<file path="config.mk">
export PLATFORM = sky130hd
export DESIGN_NAME = block_draw_sequencer
export DESIGN_NICKNAME = d
export VERILOG_FILES = /design/src/rtl/block_draw_sequencer.sv
export SDC_FILE = /design/constraint.sdc
export NUM_CORES = 1
export LEC_CHECK = 0
export CORE_ASPECT_RATIO = 0.75
export CORE_MARGIN = 4
export CORE_UTILIZATION = 50
export DETAILED_ROUTE_END_ITERATION = 7
export PLACE_DENSITY = 0.76
export SETUP_SLACK_MARGIN = 0.1
export SLEW_MARGIN = 20
export SYNTH_ARGS = -nofsm -noshare
export SYNTH_HDL_FRONTEND = slang
export SYNTH_SLANG_ARGS = --single-unit
</file>
<file path="constraint.sdc">
create_clock -name clk -period 3.64 [get_ports clk]
set_input_delay 0.91 -clock clk [delete_from_list [all_inputs] [get_ports clk]]
set_output_delay 0.91 -clock clk [all_outputs]
set_load 0.02 [all_outputs]
</file>
<file path="src/rtl/block_draw_sequencer.sv">
// block_draw_sequencer: drives the framebuffer write port to erase/draw the moving block or clear the screen.
module block_draw_sequencer #(
  parameter int BLOCK_W = 32,
  parameter int BLOCK_H = 16,
  parameter int SCREEN_W = 160,
  parameter int SCREEN_H = 120,
  parameter logic [2:0] BG_COLOUR = 3'b000
) (
  input  logic       clk,
  input  logic       resetn,
  input  logic       start,
  input  logic       clear,
  input  logic [7:0] x_in,
  input  logic [6:0] y_in,
  input  logic [2:0] colour_in,
  output logic       busy,
  output logic       done,
  output logic       plot,
  output logic [7:0] vga_x,
  output logic [6:0] vga_y,
  output logic [2:0] vga_colour
);
  typedef enum logic [2:0] {IDLE, CLEAR, ERASE, DRAW, DONE} state_t;
  state_t state;
  logic [7:0] req_x, prev_x, dx, base_x, last_dx;
  logic [6:0] req_y, prev_y, dy, base_y, last_dy;
  logic [2:0] req_col;
  logic prev_valid, sweep, last;
  logic [8:0] sum_x;
  logic [7:0] sum_y;
  always_comb begin
    sweep = state inside {CLEAR, ERASE, DRAW};
    last_dx = state == CLEAR ? 8'(SCREEN_W - 1) : 8'(BLOCK_W - 1);
    last_dy = state == CLEAR ? 7'(SCREEN_H - 1) : 7'(BLOCK_H - 1);
    last = dx == last_dx && dy == last_dy;
    base_x = state == ERASE ? prev_x : state == DRAW ? req_x : 8'd0;
    base_y = state == ERASE ? prev_y : state == DRAW ? req_y : 7'd0;
    // Off-screen pixels still take their cycle; only the write enable is masked.
    sum_x = {1'b0, base_x} + {1'b0, dx};
    sum_y = {1'b0, base_y} + {1'b0, dy};
    plot = sweep && sum_x < 9'(SCREEN_W) && sum_y < 8'(SCREEN_H);
    vga_x = sweep ? sum_x[7:0] : 8'd0;
    vga_y = sweep ? sum_y[6:0] : 7'd0;
    vga_colour = state == DRAW ? req_col : sweep ? BG_COLOUR : 3'd0;
    busy = state != IDLE;
    done = state == DONE;
  end
  always_ff @(posedge clk or negedge resetn) begin
    if (!resetn) begin
      state <= IDLE;
      prev_valid <= 1'b0;
      dx <= '0;
      dy <= '0;
      req_x <= '0;
      req_y <= '0;
      req_col <= '0;
      prev_x <= '0;
      prev_y <= '0;
    end else begin
      case (state)
        IDLE: begin
          dx <= '0;
          dy <= '0;
          if (clear) state <= CLEAR;
          else if (start) begin
            req_x <= x_in;
            req_y <= y_in;
            req_col <= colour_in;
            state <= prev_valid ? ERASE : DRAW;
          end
        end
        CLEAR, ERASE, DRAW: begin
          dx <= dx == last_dx ? 8'd0 : dx + 8'd1;
          dy <= last ? 7'd0 : dx == last_dx ? dy + 7'd1 : dy;
          if (last) begin
            state <= state == ERASE ? DRAW : DONE;
            if (state == DRAW) begin
              prev_x <= req_x;
              prev_y <= req_y;
              prev_valid <= 1'b1;
            end
            if (state == CLEAR) prev_valid <= 1'b0;
          end
        end
        default: state <= IDLE;
      endcase
    end
  end
endmodule

</file>
==> run summary, run 1 <==
Core Box Area: 0.006287 sq mm
initial antenna violation count: 0
I/O Buffers: 42
final instance area: 0.004531 sq mm
fillcell total: 436
Vias: 2790
Total Wirelength: 8.717 mm
VDD IR max: 0.0003092 V
Final #Nets: 447
R2R depth: 7
DR vias/cell: 5.729
first-pass GRT wire length: 13.72 mm
post-detail-place hpwl: 6.147 mm
CTS tree: yes
Rel. slew slack: 0.3704
Hold Path Class: register to register
slowest CP cell: dfrtp_1
Iter 0 DRT Violations: 180
Max Clk Rate: 0.2488 GHz
sequential fraction of the synthesis area: 0.4025
Synth area leader: dfrtp_1
# DRC: 0
most common cell in the netlist: dfrtp_1
Ports: 43
Startpoint Class: register
largest net degree at the start of global routing: 43
Synth area leaders: dfrtp_1, mux2_2, ha_1, a22o_1, mux2_1
syn avg cell area: 10.81 sq um
share of cells above drive strength 1: 0.3842
synthesized area: 0.003233 sq mm
area grow syn2layout: 40.13%
Setup TNS Final: -1.233 ns
Layout Skew: 0.009072 ns
Die Height: 77.64 microns
Top cell by count, worst path: buf_4
setup violators final: 6
Final Max Tran Viols: 0
Gate Count Post-Synth: 299
commonest cells in the synthesized netlist: dfrtp_1, mux2_2, nor2_1
minimum clock period: 4.019 ns
Initial Util: 0.5142
Crit Path Max Fanout: 3
Antenna Cells: 0
Post-Place Setup Slack: -0.4843 ns
Site Rows: 25
Arrival @ worst endpoint: 3.11 ns
hold depth: 1
Worst Path Class, Setup: register to output port
Setup crit end kind: output port
Antenna Nets Post-Route: 0
PwrDens: 605.6 mW/mm^2
GP Congestion: 0.9291
Final Power: 2.744 mW
#FFs+latches synth: 52
Distinct cells, synth: 49
Final Hold Vio Count: 0
final setup margin: -0.3795 ns
DRT Pass-1 Iters: 4
clk buf depth: 2
post-synthesis net count: 341
number of enable flip-flop cells after synthesis: 0
GRT overflow: 0
LEAKAGE: 2.110 nW
Die ar.: 0.007830 sq mm
critical path's largest stage delay: 0.41 ns
Overall Global Routing Usage: 0.2234
final hold slack: 0.4962 ns
critical path required time: 2.73 ns
H-tree Lvls: 2
number of global-route vias before repair: 2767
Syn. warnings: 0
Root Driver: clkbuf_8
actual slew at the worst max-slew pin: 0.9444 ns
area share of the largest cell type after synthesis: 0.4025
Num CTS Buffers: 5
latest clock arrival within the worst-skew pair: 0.32 ns
Routed wire per std cell: 17.90 microns
Async SR Flop Fraction: 1.000
Tcrit/Tclk final: 1.104
failing checks: setup timing
Die Wd: 100.9 microns
status: complete, but fails checks
Post-CTS Hold Buffers: 0
RSZ-0062 raised after global routing: yes
main flop type after synthesis: dfrtp_1
# clock sinks: 52
total of max-cap violations: 0
Clock Pin Slew Worst Setup and Hold Paths: 0.10 ns
Placed Instance Area: 0.004156 sq mm
CP cell instances: inv_2 -> nor3b_4 -> buf_4 -> a22o_1 -> ha_2 -> fa_2 -> a211oi_4 -> buf_6 -> nor4b_4 -> a311oi_4 -> nor4_2 -> a211oi_2 -> buf_4
[cells in the final DEF, fill, tap and decap left out, types with 3 or more instances in the layout]
cell,instances
xor2_1,3
inv_1,7
nor2b_1,3
nor2_1,24
nand2_1,8
or2_2,4
and3_1,4
a21oi_1,5
buf_4,69
ha_1,12
o21bai_1,3
a211oi_2,3
clkdlybuf4s50_1,27
mux2i_1,3
o21ai_1,3
a22o_1,18
mux2_1,10
xnor2_1,10
dfrtp_1,51
and2_1,7
mux2_2,25
nand3_1,4
nand4_1,5
ha_4,5
a21o_1,5
o21ai_0,8
clkbuf_8,5
buf_6,7
nor3_1,4
o211ai_1,4
[critical path: cells and delay by family, from the launching register on]
family	cells	cell delay (ns)
adder cells (fa/ha/maj)	2	0.59
buffers and inverters	4	0.58
AND/OR/NAND/NOR	3	0.20
AO/OA/AOI/OAI	4	1.02
flip-flops	1	0.41
[sequential cells by signal, summed over array words and instances (netlist names)]
| name | cells |
|---|---|
| state | 3 |
| dy | 7 |
| prev_y | 7 |
| prev_valid | 1 |
| dx | 8 |
| req_col | 3 |
| prev_x | 8 |
| req_x | 8 |
| req_y | 7 |
[where the power goes]
group / switching (mW) / total [mW] / internal, mW
Clock: 0.207 / 0.344 / 0.137
Sequential: 0.127 / 0.843 / 0.716
Combinational: 0.768 / 1.56 / 0.788
Total: 1.10 / 2.74 / 1.64
[layout make-up]
cell class              instances  area [sq um]  share of cell area
well taps                      81         101.3             0.02237
clock inverters                 2         16.27            0.003590
clock buffers                   6         72.57             0.01602
inverters                       8         30.03            0.006628
flip-flops and latches         52          1303              0.2875
multi-input cells             228          2072              0.4573
repair buffers                110         935.9              0.2066
[per-layer routing]
layer,global-route usage,wire [microns],up-vias
li1,-,-,1321
met1,0.3095,3975,1368
met2,0.3482,4020,83
met3,0.06199,595,18
met4,0.04980,126,0
met5,0,0,-
[metrics by stage]
stage               cells  utilization
finish                487       0.7206
global route          487       0.7206
CTS                   480       0.7011
detailed placement    466       0.6611
global placement      466       0.6611
floorplan             299            -
[path summary, 6_finish.rpt]
| check | slack, ns | startpoint | to |
|---|---|---|---|
| setup reg to reg | 1.19 | dx[0] | prev_x[1] |
| hold reg to reg | 0.50 | prev_x[6] | prev_x[6] |
| hold / removal | 0.50 | prev_x[6] | prev_x[6] |
| setup / recovery | -0.38 | state[1] | plot |
| max in group asynchronous | 2.19 | resetn | dy[3] |
| min in group asynchronous | 0.72 | resetn | dy[2] |
[cell families after synthesis]
logic type / synth area share
compound gates: 0.1622
xor+xnor: 0.03522
fa+ha+maj: 0.08205
buf+inv: 0.02632
flops: 0.4025
mux: 0.1312
simple gates: 0.1606
[repair_timing]
| action | in CTS | in global routing |
|---|---|---|
| buffers inserted | 6 | 9 |
| pin swaps | 7 | 11 |
| endpoints found under the setup margin | 13 | 13 |
| gates resized for setup | 87 | 17 |
(Power assumes the default switching activity.)
==> run 2: changes to the inputs <==
Settings changed: HOLD_SLACK_MARGIN from default to 0.1.
==> results of run 2 <==
No change in the layout: final DEF, timing and power equal those of run 1.
==> run 3: changes to the inputs <==
--- a/config.mk
+++ b/config.mk
@@ -9,4 +9,5 @@
 export CORE_MARGIN = 4
 export CORE_UTILIZATION = 50
+export CTS_BUF_LIST = sky130_fd_sc_hd__clkbuf_8
 export DETAILED_ROUTE_END_ITERATION = 7
 export HOLD_SLACK_MARGIN = 0.1
==> constraint.sdc (replaced) <==
create_clock -name clk -period 3.64 [get_ports clk]
set_input_delay 0.728 -clock clk [delete_from_list [all_inputs] [get_ports clk]]
set_output_delay 0.728 -clock clk [all_outputs]
set_load 0.02 [all_outputs]
==> run summary, run 3 (synthesis results as in run 1) <==
status: complete, but fails checks (unchanged)
failing checks: setup timing (unchanged)
Placed Cells: 459 (was 466)
clk buf depth: 2 (unchanged)
Layout Skew: 0.004024 ns (was 0.009072 ns)
Die Height: 77.64 microns (unchanged)
largest net degree at the start of global routing: 40 (was 43)
I/O Buffers: 42 (unchanged)
initial antenna violation count: 0 (unchanged)
Gate power share: 0.576 (was 0.567)
Die Wd: 100.9 microns (unchanged)
CTS tree: yes (unchanged)
Seq pwr share: 0.305 (was 0.307)
Hold Path Class: register to register (unchanged)
setup violators final: 3 (was 6)
latest clock arrival within the worst-skew pair: 0.31 ns (was 0.32 ns)
Routed wire per std cell: 18.83 microns (was 17.90 microns)
Site Rows: 25 (unchanged)
area grow syn2layout: 42.22% (was 40.13%)
DR vias/cell: 5.845 (was 5.729)
slowest CP cell: dfrtp_1 (unchanged)
GP Congestion: 0.8864 (was 0.9291)
met2 routed wirelength: 4.361 mm (was 4.020 mm)
Net Sw Frac: 0.4019 (was 0.4017)
Max Clk Rate: 0.2667 GHz (was 0.2488 GHz)
Clock Pin Slew Worst Setup and Hold Paths: 0.10 ns (about the same)
VDD IR max: 0.0003835 V (was 0.0003092 V)
Final Power: 2.822 mW (was 2.744 mW)
share of cells above drive strength 1: 0.3955 (was 0.3842)
RSZ-0062 raised after global routing: yes (unchanged)
internal cell power: 1.688 mW (was 1.642 mW)
final hold slack: 0.5058 ns (was 0.4962 ns)
first-pass GRT wire length: 13.68 mm (was 13.72 mm)
met1 wire length: 4.023 mm (was 3.975 mm)
Crit Path Max Fanout: 7 (was 3)
Num CTS Buffers: 5 (unchanged)
actual slew at the worst max-slew pin: 0.8904 ns (was 0.9444 ns)
final setup margin: -0.1095 ns (was -0.3795 ns)
total of max-cap violations: 0 (unchanged)
critical path's largest stage delay: 0.41 ns (about the same)
Psw: 1.134 mW (was 1.102 mW)
Overall Global Routing Usage: 0.2236 (was 0.2234)
metal3 WL: 526 microns (was 595 microns)
hold wc startpoint: req_col[1] (was prev_x[6])
PwrDens: 613.7 mW/mm^2 (was 605.6 mW/mm^2)
Total Wirelength: 9.003 mm (was 8.717 mm)
H-tree Lvls: 2 (unchanged)
crit-path leading delay family: compound AO/OA/AOI/OAI gates (unchanged)
origin of the worst setup path: state[1] (unchanged)
Top cell by count, worst path: buf_6 (was buf_4)
CP cell instances: inv_2 -> buf_12 -> nor3_4 -> buf_6 -> buf_6 -> a22o_1 -> ha_1 -> nor2b_1 -> a311o_1 -> a311oi_4 -> nor4_4 -> a211oi_2 -> buf_4 (was inv_2 -> nor3b_4 -> buf_4 -> a22o_1 -> ha_2 -> fa_2 -> a211oi_4 -> buf_6 -> nor4b_4 -> a311oi_4 -> nor4_2 -> a211oi_2 -> buf_4)
Setup TNS Final: -0.1725 ns (was -1.233 ns)
Final Max Tran Viols: 0 (unchanged)
minimum clock period: 3.749 ns (was 4.019 ns)
DRT Pass-1 Iters: 4 (unchanged)
Tcrit/Tclk final: 1.030 (was 1.104)
highest metal used: met4 (unchanged)
Final Hold Vio Count: 0 (unchanged)
Clk network pwr share: 0.120 (was 0.125)
Antenna Nets Post-Route: 0 (unchanged)
post-detail-place hpwl: 5.877 mm (was 6.147 mm)
commonest non-fill, non-tap cell in the layout: buf_4 (unchanged)
Arrival @ worst endpoint: 3.02 ns (was 3.11 ns)
Final #Nets: 438 (was 447)
Iter 0 DRT Violations: 141 (was 180)
final instance area: 0.004598 sq mm (was 0.004531 sq mm)
Initial Util: 0.5142 (unchanged)
number of global-route vias before repair: 2738 (was 2767)
CP Buf/Inv Count: 5 (was 4)
Worst Path Class, Setup: register to output port (unchanged)
Ports: 43 (unchanged)
# clock sinks: 52 (unchanged)
GRT overflow: 0 (unchanged)
most frequent cells in the layout: buf_4, dfrtp_1, clkdlybuf4s50_1 (unchanged)
Vias: 2794 (was 2790)
Startpoint Class: register (unchanged)
Antenna Cells: 0 (unchanged)
Post-CTS Hold Buffers: 0 (unchanged)
critical path required time: 2.91 ns (was 2.73 ns)
Die ar.: 0.007830 sq mm (unchanged)
Placed Instance Area: 0.004081 sq mm (was 0.004156 sq mm)
# DRC: 0 (unchanged)
RR Startpoint: dx[1] (was dx[0])
Setup crit end kind: output port (unchanged)
Core Box Area: 0.006287 sq mm (unchanged)
Final Non-Filler Cells: 478 (was 487)
Rel. slew slack: 0.4064 (was 0.3704)
biggest regs: dx (8), prev_x (8), req_x (8) (unchanged)
LEAKAGE: 2.135 nW (was 2.110 nW)
Root Driver: clkbuf_8 (unchanged)
[run 3: cell count changes in the layout (fill, tap and decap cells not counted), sizes merged]
cell | previous run | this run
dlymetal6s2s | 0 | 2
inv | 8 | 9
dlygate4sd2 | 2 | 0
clkdlybuf4s50 | 27 | 28
clkbuf | 6 | 8
clkinvlp | 1 | 0
clkinv | 1 | 2
clkdlybuf4s15 | 2 | 1
buf | 79 | 67
[run 3: repair_timing]
action | in CTS | in global routing
buffers inserted | 6 | 4
endpoints found under the setup margin | 12 | 13
pin swaps | 17 | 24
resized for setup | 65 | 53
cloned | 1 | 0
[run 3: area by class of cell]
cell class | instances | area, sq um
Multi-Input combinational cell | 228 | 2178
Inverter | 8 | 30.03
Fill cell | 405 | 1689
Sequential cell | 52 | 1303
Clock inverter | 3 | 22.52
Clock buffer | 5 | 68.82
Tap cell | 81 | 101.3
Timing Repair Buffer | 101 | 894.6
[run 3: final timing paths]
check / end / slack [ns] / cells past startpoint
setup / recovery: plot / -0.11 / 13
hold / removal: req_col[1] / 0.51 / 1
setup reg to reg: prev_x[0] / 1.19 / 6
hold reg to reg: req_col[1] / 0.51 / 1
max in group asynchronous: prev_x[7] / 2.37 / 2
min in group asynchronous: dy[3] / 0.53 / 1
[run 3: power groups by stage]
stage               registers (mW)  logic [mW]  clock network, mW
floorplan                    0.824       0.785                  0
global placement             0.844        1.31                  0
detailed placement           0.851        1.35                  0
CTS                          0.846        1.45              0.347
global route                 0.874        1.74              0.383
finish                       0.859        1.62              0.339
[run 3: stage by stage]
step                setup WS, ns    util
detailed placement       -0.2616  0.6492
finish                   -0.1095  0.7313
global route             -0.1973  0.7313
CTS                     -0.08198  0.6941
global placement         -0.2740  0.6492
floorplan                 0.1067       -
[run 3: metal layers]
layer,global-route usage,up-vias
met5,0,-
met4,0.04172,0
met1,0.3286,1389
met2,0.3390,87
li1,-,1304
met3,0.05121,14
